### src/rtl/bp_update_sched.sv
`default_nettype none
// ============================================================================
//  Module   : bp_update_sched (plus the ariane_pkg control-flow type it uses)
//  Purpose  : Owns the branch-predictor (BHT/BTB) shared write port. It clears
//             every predictor row after reset or flush. It then buffers
//             resolved branches in an in-order FIFO and drains them through a
//             valid/ready write port. Resolution is never back-pressured; an
//             update arriving at a full FIFO is dropped and counted.
//  Ports    : clk_i, rst_ni (async, active low), flush_i
//             res_*  : branch-resolution input (valid, pc, target, taken,
//                      mispredict, cf)
//             upd_*  : predictor write port (valid/ready, clear, index, pc,
//                      target, taken, cf)
//             busy_o : reset/clear sequence in progress
//             full_o : FIFO holds DEPTH entries
//             drop_cnt_o : saturating dropped-update counter
//  Config   : BP_UPD_DROP_CNT_EN - when defined, drop_cnt_o is a real counter;
//             otherwise it is tied to zero and no counter flops exist.
//  Revision : 1.0 - initial release
// ============================================================================

package ariane_pkg;
    typedef enum logic [2:0] {
        NoCF   = 3'd0,
        Branch = 3'd1,
        Jump   = 3'd2,
        JumpR  = 3'd3,
        Return = 3'd4
    } cf_t;
endpackage

module bp_update_sched #(
    parameter int unsigned NR_ROWS = 8,
    parameter int unsigned DEPTH   = 4
) (
    input  logic                       clk_i,
    input  logic                       rst_ni,
    input  logic                       flush_i,
    input  logic                       res_valid_i,
    input  logic [63:0]                res_pc_i,
    input  logic [63:0]                res_target_i,
    input  logic                       res_taken_i,
    input  logic                       res_mispredict_i,
    input  ariane_pkg::cf_t            res_cf_i,
    input  logic                       upd_ready_i,
    output logic                       upd_valid_o,
    output logic                       upd_clear_o,
    output logic [$clog2(NR_ROWS)-1:0] upd_index_o,
    output logic [63:0]                upd_pc_o,
    output logic [63:0]                upd_target_o,
    output logic                       upd_taken_o,
    output ariane_pkg::cf_t            upd_cf_o,
    output logic                       busy_o,
    output logic                       full_o,
    output logic [15:0]                drop_cnt_o
);

    localparam int unsigned c_IDX_W = $clog2(NR_ROWS);
    localparam int unsigned c_PTR_W = $clog2(DEPTH);
    localparam int unsigned c_CNT_W = c_PTR_W + 1;

    typedef enum logic [1:0] {
        ST_RST  = 2'd0,
        ST_INIT = 2'd1,
        ST_RUN  = 2'd2
    } state_e;

    state_e               r_state;
    state_e               w_state_nxt;
    logic [c_IDX_W-1:0]   r_row;
    logic [c_IDX_W-1:0]   w_row_nxt;

    logic [c_PTR_W-1:0]   r_wr_ptr;
    logic [c_PTR_W-1:0]   r_rd_ptr;
    logic [c_CNT_W-1:0]   r_count;

    logic [63:0]          r_pc     [DEPTH];
    logic [63:0]          r_target [DEPTH];
    logic                 r_taken  [DEPTH];
    ariane_pkg::cf_t      r_cf     [DEPTH];

    logic                 w_enq_req;
    logic                 w_not_empty;
    logic                 w_pop;
    logic                 w_push;

    // Only conditional branches and mispredicted indirect jumps train the
    // predictor; returns and direct jumps are predicted elsewhere.
    assign w_enq_req   = res_valid_i &&
                         ((res_cf_i == ariane_pkg::Branch) ||
                          (res_mispredict_i && (res_cf_i == ariane_pkg::JumpR)));
    assign w_not_empty = (r_count != '0);
    assign w_pop       = (r_state == ST_RUN) && w_not_empty && upd_ready_i;
    // A full FIFO still accepts when its head leaves in the same cycle.
    assign w_push      = w_enq_req && !flush_i &&
                         ((r_count < c_CNT_W'(DEPTH)) || w_pop);

    assign busy_o = (r_state != ST_RUN);
    assign full_o = (r_count == c_CNT_W'(DEPTH));

    // ------------------------------------------------------------------
    // Sequencer state register
    // ------------------------------------------------------------------
    always_ff @(posedge clk_i or negedge rst_ni) begin
        if (!rst_ni) begin
            r_state <= ST_RST;
            r_row   <= '0;
        end else begin
            r_state <= w_state_nxt;
            r_row   <= w_row_nxt;
        end
    end

    // ------------------------------------------------------------------
    // Next state and write-port outputs (outputs depend on state only)
    // ------------------------------------------------------------------
    always_comb begin
        w_state_nxt  = r_state;
        w_row_nxt    = r_row;
        upd_valid_o  = 1'b0;
        upd_clear_o  = 1'b0;
        upd_index_o  = '0;
        upd_pc_o     = '0;
        upd_target_o = '0;
        upd_taken_o  = 1'b0;
        upd_cf_o     = ariane_pkg::NoCF;

        case (r_state)
            ST_RST: begin
                w_state_nxt = ST_INIT;
                w_row_nxt   = '0;
            end
            ST_INIT: begin
                upd_valid_o = 1'b1;
                upd_clear_o = 1'b1;
                upd_index_o = r_row;
                if (upd_ready_i) begin
                    if (r_row == c_IDX_W'(NR_ROWS - 1)) begin
                        w_state_nxt = ST_RUN;
                        w_row_nxt   = '0;
                    end else begin
                        w_row_nxt = r_row + c_IDX_W'(1);
                    end
                end
            end
            ST_RUN: begin
                if (w_not_empty) begin
                    upd_valid_o  = 1'b1;
                    // Bit 0 is dropped: compressed instructions are halfword aligned.
                    upd_index_o  = r_pc[r_rd_ptr][1 +: c_IDX_W];
                    upd_pc_o     = r_pc[r_rd_ptr];
                    upd_target_o = r_target[r_rd_ptr];
                    upd_taken_o  = r_taken[r_rd_ptr];
                    upd_cf_o     = r_cf[r_rd_ptr];
                end
            end
            default: begin
                w_state_nxt = ST_RST;
                w_row_nxt   = '0;
            end
        endcase

        // Flush overrides every other transition and restarts the clear walk.
        if (flush_i) begin
            w_state_nxt = ST_INIT;
            w_row_nxt   = '0;
        end
    end

    // ------------------------------------------------------------------
    // FIFO pointers and occupancy
    // ------------------------------------------------------------------
    always_ff @(posedge clk_i or negedge rst_ni) begin
        if (!rst_ni) begin
            r_wr_ptr <= '0;
            r_rd_ptr <= '0;
            r_count  <= '0;
        end else if (flush_i) begin
            r_wr_ptr <= '0;
            r_rd_ptr <= '0;
            r_count  <= '0;
        end else begin
            if (w_push) begin
                r_wr_ptr <= r_wr_ptr + c_PTR_W'(1);
            end
            if (w_pop) begin
                r_rd_ptr <= r_rd_ptr + c_PTR_W'(1);
            end
            case ({w_push, w_pop})
                2'b10:   r_count <= r_count + c_CNT_W'(1);
                2'b01:   r_count <= r_count - c_CNT_W'(1);
                default: r_count <= r_count;
            endcase
        end
    end

    // Payload storage needs no reset: it is only observed when count != 0.
    always_ff @(posedge clk_i) begin
        if (w_push) begin
            r_pc[r_wr_ptr]     <= res_pc_i;
            r_target[r_wr_ptr] <= res_target_i;
            r_taken[r_wr_ptr]  <= res_taken_i;
            r_cf[r_wr_ptr]     <= res_cf_i;
        end
    end

    // ------------------------------------------------------------------
    // Dropped-update counter
    // ------------------------------------------------------------------
`ifdef BP_UPD_DROP_CNT_EN
    logic        w_drop;
    logic [15:0] r_drop_cnt;

    // Updates discarded by a flush are intentional, not overflow drops.
    assign w_drop = w_enq_req && !flush_i && !w_push;

    always_ff @(posedge clk_i or negedge rst_ni) begin
        if (!rst_ni) begin
            r_drop_cnt <= '0;
        end else if (w_drop && (r_drop_cnt != 16'hFFFF)) begin
            r_drop_cnt <= r_drop_cnt + 16'd1;
        end
    end

    assign drop_cnt_o = r_drop_cnt;
`else
    assign drop_cnt_o = '0;
`endif

endmodule

`default_nettype wire
### config.mk
export PLATFORM = sky130hd
export DESIGN_NAME = bp_update_sched
export DESIGN_NICKNAME = d
export VERILOG_FILES = /design/src/rtl/bp_update_sched.sv
export SDC_FILE = /design/constraint.sdc
export NUM_CORES = 1
export LEC_CHECK = 0
export BUFFER_PORTS_ARGS = -buffer_cell sky130_fd_sc_hd__buf_2
export CAP_MARGIN = 10
export CORE_ASPECT_RATIO = 1.2
export CORE_MARGIN = 2
export CORE_UTILIZATION = 50
export DETAILED_ROUTE_END_ITERATION = 6
export PLACE_DENSITY = 0.7
export SLEW_MARGIN = 15
export SYNTH_ARGS = -nofsm -noshare
export SYNTH_HDL_FRONTEND = slang
export SYNTH_SLANG_ARGS = --single-unit
### constraint.sdc
create_clock -name clk_i -period 7.1 [get_ports clk_i]
set_clock_uncertainty 0.1 [all_clocks]
set_input_delay 1.42 -clock clk_i [delete_from_list [all_inputs] [get_ports clk_i]]
set_output_delay 1.42 -clock clk_i [all_outputs]
set_load 0.02 [all_outputs]
## After elaboration in Yosys (flattened, before gate mapping)

Memory sizes are Yosys's and may differ from the RTL's.
Cells that the tools add are included.

| cells by class | value |
|---|---|
| mux-type cells | 29 |
| equal/unequal tests | 12 |
| $add $sub $neg | 5 |
| order comparisons | 1 |
| reductions and logical operators | 16 |

Operators with widths:

| cell | number |
|---|---|
| 64-bit two-way mux | 4 |
| 3-bit two-way mux | 7 |
| 3-bit one-hot mux with 2 select lines | 3 |
| 2-bit two-way mux | 7 |
| 3-bit by 1-bit adder with 3-bit output, second input constant | 2 |
| 3-bit equality test, second input constant | 2 |
| 1-bit logical AND | 6 |
| 1-bit two-way mux | 6 |
| 3-bit inequality test, second input constant | 2 |
| 2-bit one-hot mux with 3 select lines | 1 |
| 3-bit nonzero test | 2 |
| 2-bit by 1-bit adder with 2-bit output, second input constant | 2 |
| 2-bit by 1-bit equality test with 1-bit output, second input constant | 2 |
| 2-bit equality test, second input constant | 2 |
| 2-bit inequality test, second input constant | 2 |
| 2-bit nonzero test | 2 |
| 3-bit by 1-bit equality test with 1-bit output, second input constant | 1 |
| 3-bit by 2-bit equality test with 1-bit output, second input constant | 1 |
| 3-bit less-than comparator, second input constant | 1 |
| 3-bit AND reduction | 1 |
| 3-bit by 1-bit subtractor with 3-bit output, second input constant | 1 |
| 2-bit zero test | 1 |
| 1-bit logical OR | 2 |
| 1-bit one-hot mux with 2 select lines | 1 |
| other kinds (2) | 2 |

| storage, ports and cells | value |
|---|---|
| memories | 4 |
| register bits | 12 |
| word-level logic and storage cells | 72 |
| input bits | 138 |
| bits in writable memories | 528 |

Memory list:

| name | depth | bits a word | read ports | clocked after Yosys merged registers in | wr ports | RTL line | source |
|---|---|---|---|---|---|---|---|
| r_pc | 4 | 64 | 1 | 0 | 1 | 77 | `logic [63:0] r_pc [DEPTH];` |
| r_target | 4 | 64 | 1 | 0 | 1 | 78 | `logic [63:0] r_target [DEPTH];` |
| r_cf | 4 | 3 | 1 | 0 | 1 | 80 | `ariane_pkg::cf_t r_cf [DEPTH];` |
| r_taken | 4 | 1 | 1 | 0 | 1 | 79 | `logic r_taken [DEPTH];` |

## Logic depth before layout (Yosys ltp)

Gate-level depths: netlist of run 1.

| logic depth | value |
|---|---|
| depth in word-level cells | 9 |
| gate-level depth with buffers | 9 |
| mapped depth without buffers | 8 |

## Worst setup path after synthesis of run 1

Ideal clock, no wire load.

| path | value |
|---|---|
| path kind | input port to flip-flop |
| start | input port res_cf_i[2] |
| end | memory r_cf[0][0] (netlist bit), enable pin |
| arrival | 5.146 ns |
| path slack | 1.347 ns |
| path buffers | 0 |
| stages | 3 |
| cells stage by stage | nand4bb_1 a211oi_2 and2_1 |

| on the way | value |
|---|---|
| word-level cells in the longest chain between the ends | 8 |
| elaborated cells between the ends (all ways) | 9 |
| those cells by class | eq/ne (2); mux (2); reduce/logical (5) |

Ends and longest elaborated chain:

| element | RTL line | source |
|---|---|---|
| start: declaration | 44 | `input ariane_pkg::cf_t res_cf_i,` |
| 3-bit by 2-bit equality test with 1-bit output | 91 | `(res_mispredict_i && (res_cf_i == ariane_pkg::JumpR)));` |
| 1-bit logical AND | 91 |  |
| 1-bit logical OR * | 90 | `((res_cf_i == ariane_pkg::Branch) \|\|` |
| 1-bit logical AND * | 89 | `assign w_enq_req = res_valid_i &&` |
| 1-bit logical AND * (2 in a row) | 95 | `assign w_push = w_enq_req && !flush_i &&` |
| 1-bit two-way mux * | 199 | `if (w_push) begin` |
| 1-bit two-way mux (implied by the code) * | 203 | `r_cf[r_wr_ptr] <= res_cf_i;` |
| end: declaration | 80 |  |

Mark *: on every way between the ends. The rest lies on a longest branch, timed or not.

## Worst setup path in the final report of run 1

| path | value |
|---|---|
| start | register r_state[0] |
| end | output port upd_index_o[1] |

| on the way | value |
|---|---|
| word-level cells in the longest chain between the ends | 2 |
| elaborated cells between the ends (all ways) | 3 |
| those cells by class | eq/ne (2); mux (1) |

Ends and longest elaborated chain:

| element | RTL line | source |
|---|---|---|
| start: declaration | 68 | `state_e r_state;` |
| start signal: assignment | 109 | `r_state <= w_state_nxt;` |
| 2-bit equality test or 2-bit by 1-bit equality test with 1-bit output (tied branches) | 128 | `case (r_state)` |
| 3-bit one-hot mux with 2 select lines * | 128 |  |
| end: declaration | 48 | `output logic [$clog2(NR_ROWS)-1:0] upd_index_o,` |

Marked as above.

==> run metrics, run 1 <==
Final Max Slew Viols=0; Final Hold Viols=0; hpwl dp=22600 um; Peak supply drop=218 uV; metal2 WL=20300 um; Filler cells=3057; reg2reg start=r_state[0]; Worst Hold Depth=2; Synth cell types=34; setup TNS=0 ns; DR pass1 iterations=4; first-pass GRT wire length=60000 um; Starting Density=50.4%; synth warn=0; minimum clock period=4.69 ns; Total Wirelength=39800 um; layout cells sized above 1=39.0%; DRC viols=0; IO Count=293; sequential-to-total area share from yosys stat=77.1%; Rows=82; TritonCTS buffer count=50; PwrDens=256 nW/um^2; ranking of synthesized cells by area=edfxtp_1 (76%), mux4_2 (14%), and2_1 (4.2%), dfrtp_1 (1.4%), buf_2 (0.65%); Die W=191 um; critical path launch point type=flop; GRT overflow=0; RSZ-0062 raised after global routing=no; CTS tree=yes; Leakage Power=8.40 nW; final setup fails=0; Clock Path Buffers=3; vias in the first global route=10.3k; Worst setup EP type=output port; die span in y=228 um; Synth Area per Inst=22.1 sq um; WL per Instance=21.9 um; gpl congestion=0.746; register area=16200 sq um; # Post-CTS Setup Buffers=0; r2r endpoint=r_pc[1][46]; PortBufs=276; CORE AREA=41600 sq um; Synth area leader=edfxtp_1; Final Power=0.00623 W; r2r worst-path depth=6; number of DRC markers in iteration 0=579; latest clock arrival within the worst-skew pair=0.55 ns; CTS Sinks=540; Routed Antenna Nets=0; Hold Path End=r_wr_ptr[1]; clk slew on worst S/H paths=0.06 ns; Met1 Routed Length=16000 um; via density per instance=5.44; post-synth top area share=75.7%; Worst slew margin=40.5%; synthesized flop and latch total=540; achievable clock frequency=0.213 GHz; routed wl met3=2200 um; DIE AREA=43500 sq um; Post-Layout Cell Count=1820; mapped cell area=20900 sq um; area of the multi-input gates=4430 sq um; clk root buf=clkbuf_16; Area Overhead vs Synth=16.2%; path type of the worst setup path=flop to output port; Slew @ Worst Pin=0.893 ns; status=complete, no violations; Worst Path Arrival=3.17 ns; final period utilization=66.0%; vias post-DR=9901; Resized cells post-CTS=0; Net count, final=1385; register-to-register path setup slack=3.73 ns; gr usage total=18.4%; Max-cap violations=0; largest net degree at the start of global routing=106; H-tree depth=2; CP max FO=105; placed cell count=1730; cell count after synthesis=946; HP Start=r_wr_ptr[1]; worst endpoint required time=5.58 ns; Hold-fix buffers, CTS=0; max layer used=met5; Hold Crit Class=flop to flop; initial antenna violation count=9
## stage by stage
stage / hold WS [ns] / area, sq um / worst slack [ns] / utilization (%)
after floorplan: 0.438 / 21000 / 1.35 / -
after detailed placement: 0.493 / 22800 / 2.73 / 55.0
final: 0.497 / 24300 / 2.41 / 58.6
after global routing: 0.549 / 24300 / 2.07 / 58.6
after CTS: 0.502 / 24300 / 2.32 / 58.5
after global placement: 0.476 / 22800 / 2.74 / 55.0
## registers in the layout (all words and copies together) (netlist names)
register	cells
r_cf	12
r_count	3
r_pc	256
r_rd_ptr	2
r_row	3
r_state	2
r_taken	4
r_target	256
r_wr_ptr	2
## cell families after synthesis
logic type | after synthesis | share of synthesized area, %
flip-flops | 540 | 77.1
other | 1 | 0.0179
multiplexers | 137 | 14.4
XOR/XNOR | 2 | 0.0837
buffers and inverters | 68 | 2.06
AND/OR/NAND/NOR | 168 | 4.90
adder cells (fa/ha/maj) | 11 | 0.693
AO/OA/AOI/OAI | 19 | 0.669
## cells in the final DEF, fill, tap and decap left out, types with 3 or more instances in the layout
cell / Yosys / final
clkinv_2: 0 / 10
buf_12: 0 / 7
nand2_1: 4 / 4
ha_1: 10 / 10
nor2b_1: 3 / 3
dfrtp_1: 12 / 10
mux2i_1: 5 / 5
clkinv_1: 0 / 8
clkbuf_1: 8 / 9
nand2b_1: 3 / 3
o21ai_0: 3 / 3
and2_1: 139 / 135
buf_2: 27 / 276
o21a_1: 5 / 5
a21oi_1: 3 / 3
and2_4: 0 / 4
mux4_2: 132 / 132
conb_1: 1 / 16
nor2_1: 9 / 8
diode_2: 0 / 6
clkbuf_16: 0 / 51
inv_1: 6 / 6
nor3_1: 4 / 4
edfxtp_1: 528 / 528
## report_power, final
part	total [W]	internal, W	switching (W)
logic	0.000228	0.0000892	0.000139
clock network	0.00247	0.00138	0.00109
registers	0.00353	0.00352	0.0000110
total	0.00623	0.00499	0.00124
## critical path: stages (launching register included)
cell and delay (ns):
dfrtp_1 0.40, inv_1 0.11, ha_1 0.37, inv_1 0.16, nor2_4 0.54, buf_12 0.38
and2_1 0.22, o21a_1 0.12, buf_2 0.16
## worst max-delay path by stage
stage / to / start / slack (ns) / cells past startpoint
6_report: upd_index_o[1] / r_state[0] / 2.41 / 8
5_1_grt: upd_index_o[1] / r_state[0] / 2.07 / 8
4_1_cts: upd_index_o[1] / r_rd_ptr[0] / 2.32 / 5
3_5_place_dp: r_target[1][49] / flush_i / 2.73 / 5
3_3_place_gp: r_pc[1][0] / flush_i / 2.74 / 5
2_1_floorplan: r_cf[0][0] / res_cf_i[2] / 1.35 / 3
## area by class of cell
class	instances	area share [%]
multi-input combinational	353	18.2
clock buffer	60	5.38
tap	546	2.81
antenna	6	0.0617
timing repair buffer	285	6.31
clock inverter	24	0.710
sequential	540	66.4
inverter	6	0.0926
## cells in the mapped netlist
cell	n
a211oi_2	1
a21o_1	1
a21oi_1	3
a22o_1	2
a22oi_1	2
and2_1	139
buf_2	27
buf_4	16
buf_6	11
clkbuf_1	8
conb_1	1
dfrtp_1	12
edfxtp_1	528
fa_1	1
ha_1	10
inv_1	6
mux2i_1	5
mux4_2	132
nand2_1	4
nand2b_1	3
nand4bb_1	1
nor2_1	9
nor2b_1	3
nor3_1	4
nor3b_1	1
nor3b_2	1
nor4_1	2
o211a_1	1
o21a_1	5
o21ai_0	3
o311a_1	1
or2_2	1
xnor2_1	1
xor2_1	1
## per-layer routing
| metal | up-vias | global-route usage (%) |
|---|---|---|
| met3 | 88 | 3.98 |
| met5 | - | 0 |
| met1 | 5159 | 23.7 |
| met2 | 271 | 30.6 |
| met4 | 4 | 6.90 |
| li1 | 4379 | - |
(Power assumes the default switching activity.)
==> inputs of run 2 (changes only) <==
- ABC_AREA: unset -> 1
- PLACE_DENSITY: 0.7 -> 0.73
- clock period: 7.1 -> 3.9 ns (I/O delays scaled with it)
==> run metrics, run 2 <==
status=complete, no violations; CP Buf/Inv Count=3 (-1); path type of the worst setup path=flop to output port; Worst setup EP type=output port; largest net degree at the start of global routing=133 (+25%); Met1 Routed Length=19800 um (+23%); Rows=82 (unchanged); Worst Path Arrival=2.78 ns (-0.39 ns); largest registers=r_pc (256), r_target (256), r_cf (12); PwrDens=465 nW/um^2 (+82%); CTS Sinks=540 (unchanged); gr usage total=21.8% (+3.4 points); Peak supply drop=367 uV (+68%); number of DRC markers in iteration 0=1127 (+95%); setup ws final=0.243 ns (-2.17 ns); via density per instance=5.42 (-0.29%); Synth cell types=29 (-15%); mapped cell area=21300 sq um (+1.7%); CP max FO=98 (-6.7%); commonest non-fill, non-tap cells in the layout=nor2_1 (533), edfxtp_1 (528), buf_2 (276); Synth area leader=edfxtp_1; sequential-to-total area share from yosys stat=75.8% (-1.3 points); latest clock arrival within the worst-skew pair=0.57 ns (+0.02 ns); DIE AREA=44300 sq um (+1.7%); final setup fails=0 (unchanged); Leakage Power=9.19 nW (+9.4%); max layer used=met5; ranking of synthesized cells by area=edfxtp_1 (74%), nor2_1 (9.5%), o21ai_0 (5.6%), a21oi_1 (3.2%), dfrtp_1 (1.4%); gpl congestion=0.798 (+6.9%); Most used DFF post-synth=edfxtp_1; final period utilization=93.8%; Final Max Slew Viols=0 (unchanged); CORE AREA=42000 sq um (+0.99%); Synth Area per Inst=12.7 sq um (-43%); EDFF count, synth=528 (unchanged); vias in the first global route=13.6k (+32%); commonest cells in the netlist=nor2_1 (537), edfxtp_1 (528), o21ai_0 (238), a21oi_1 (136), buf_2 (46); Max-cap violations=0 (unchanged); DR pass1 iterations=7 (+3); Hold Crit Class=input pin to flop; H-tree depth=2 (unchanged); CTS tree=yes; Net count, final=2094 (+51%); routed wl met3=2710 um (+23%); clk slew on worst S/H paths=0.06 ns (about the same); WL per Instance=19.2 um (-12%); Starting Density=50.8% (+0.37 points); initial antenna violation count=8 (-1); Worst slew margin=48.9% (+8.4 points); Total Wirelength=48600 um (+22%); Clock Path Buffers=3 (unchanged); crit path max-delay cell type=dfrtp_4; synth warn=0 (unchanged); worst endpoint required time=3.02 ns (-2.56 ns); GRT overflow=0 (unchanged); Routed Antenna Nets=0 (unchanged); vias post-DR=13.7k (+39%); WHS=0.317 ns (-0.181 ns); metal2 WL=24400 um (+20%); cell count after synthesis=1683 (+78%); pre-CTS setup slack=0.784 ns (-1.95 ns); CP peak stage delay=0.67 ns (+0.13 ns); layout cells sized above 1=20.1% (-19 points); RSZ-0062 raised after global routing=no; clk root buf=clkbuf_16; # Post-CTS Setup Buffers=0 (unchanged); synthesized flop and latch total=540 (unchanged); Die W=192 um (+0.85%); Final Hold Viols=0 (unchanged); crit-path leading delay family=buffers and inverters; Crit path depth=5 (-3); post-synth top area share=74.4% (-1.3 points); PortBufs=276 (unchanged); TritonCTS buffer count=51 (+2.0%); most common cell after layout, fill and taps aside=nor2_1; hpwl dp=27900 um (+23%); achievable clock frequency=0.273 GHz; critical path launch point type=flop; DRC viols=0 (unchanged); r2r worst-path depth=7 (+1); Area Overhead vs Synth=17.4%; most numerous cell in the Yosys netlist=nor2_1; minimum clock period=3.66 ns; Slew @ Worst Pin=0.765 ns (-0.128 ns); first-pass GRT wire length=74100 um (+24%); IO Count=293 (unchanged); worst-path cell chain=inv_8 > buf_12 > o21ai_0 > a21oi_1 > buf_2; Worst Hold Depth=1 (-1); ys async rst share=2.22% (unchanged); die span in y=230 um (+0.85%)
run 2: changes by cell type in the layout (fill, tap and decap cells not counted), moves of 33 or more:
cell,previous run,this run
o21ai_1,0,33
mux4_2,132,0
nor2_1,8,533
o21ai_0,3,238
a21oi_1,3,136
and2_1,135,0
run 2: metrics by stage:
| step | setup TNS (ns) | cell area, sq um | util, % | power (W) | cells |
|---|---|---|---|---|---|
| after global placement | 0 | 23400 | 55.7 | 0.00699 | 2437 |
| final | 0 | 25000 | 59.6 | 0.0116 | 2534 |
| after CTS | 0 | 25000 | 59.6 | 0.0117 | 2529 |
| after floorplan | -721.42 | 21400 | - | 0.00680 | 1698 |
| after global routing | 0 | 25000 | 59.6 | 0.0120 | 2532 |
| after detailed placement | 0 | 23400 | 55.7 | 0.00701 | 2437 |
run 2: layout make-up:
type | count | area [sq um]
clock inverter | 15 | 141
timing repair buffer | 312 | 1920
fill | 3250 | 17000
multi-input combinational | 1015 | 4530
inverter | 25 | 104
tap | 546 | 683
antenna | 5 | 12.5
sequential | 540 | 16200
clock buffer | 76 | 1460
run 2: what timing repair did:
action,CTS,global route
resized for setup,0,1
endpoints found under the setup margin,0,1
endpoints found under the hold margin,10,0
hold buffers,1,0
run 2: kinds of logic after synthesis:
logic type / count (synthesis) / share of synthesized area [%]
fa+ha+maj: 11 / 0.681
flops: 540 / 75.8
other cells: 1 / 0.0176
compound gates: 414 / 9.81
xor+xnor: 1 / 0.0411
simple gates: 573 / 10.3
buf+inv: 143 / 3.36
run 2: per-layer routing:
| metal | GRT usage [%] | vias up |
|---|---|---|
| met5 | 0 | - |
| met4 | 8.49 | 8 |
| met3 | 3.21 | 111 |
| met2 | 37.7 | 489 |
| met1 | 27.6 | 6673 |
| li1 | - | 6464 |
run 2: path summary, 6_finish.rpt:
| check | endpoint | slack [ns] | start |
|---|---|---|---|
| max | upd_target_o[51] | 0.24 | r_rd_ptr[0] |
| min | r_pc[2][6] | 0.32 | res_pc_i[6] |
| max reg2reg | r_target[3][25] | 1.17 | r_state[0] |
| min reg2reg | r_row[1] | 0.43 | r_row[1] |
| max in group asynchronous | r_rd_ptr[1] | 2.85 | rst_ni |
| min in group asynchronous | r_row[0] | 0.56 | rst_ni |
run 2: report_power, final:
group | leakage, nW | switching (W) | internal, W
Combinational | 3.50 | 0.000319 | 0.000145
Clock | 0.783 | 0.00202 | 0.00272
Sequential | 4.91 | 0.0000241 | 0.00641
Total | 9.19 | 0.00236 | 0.00928
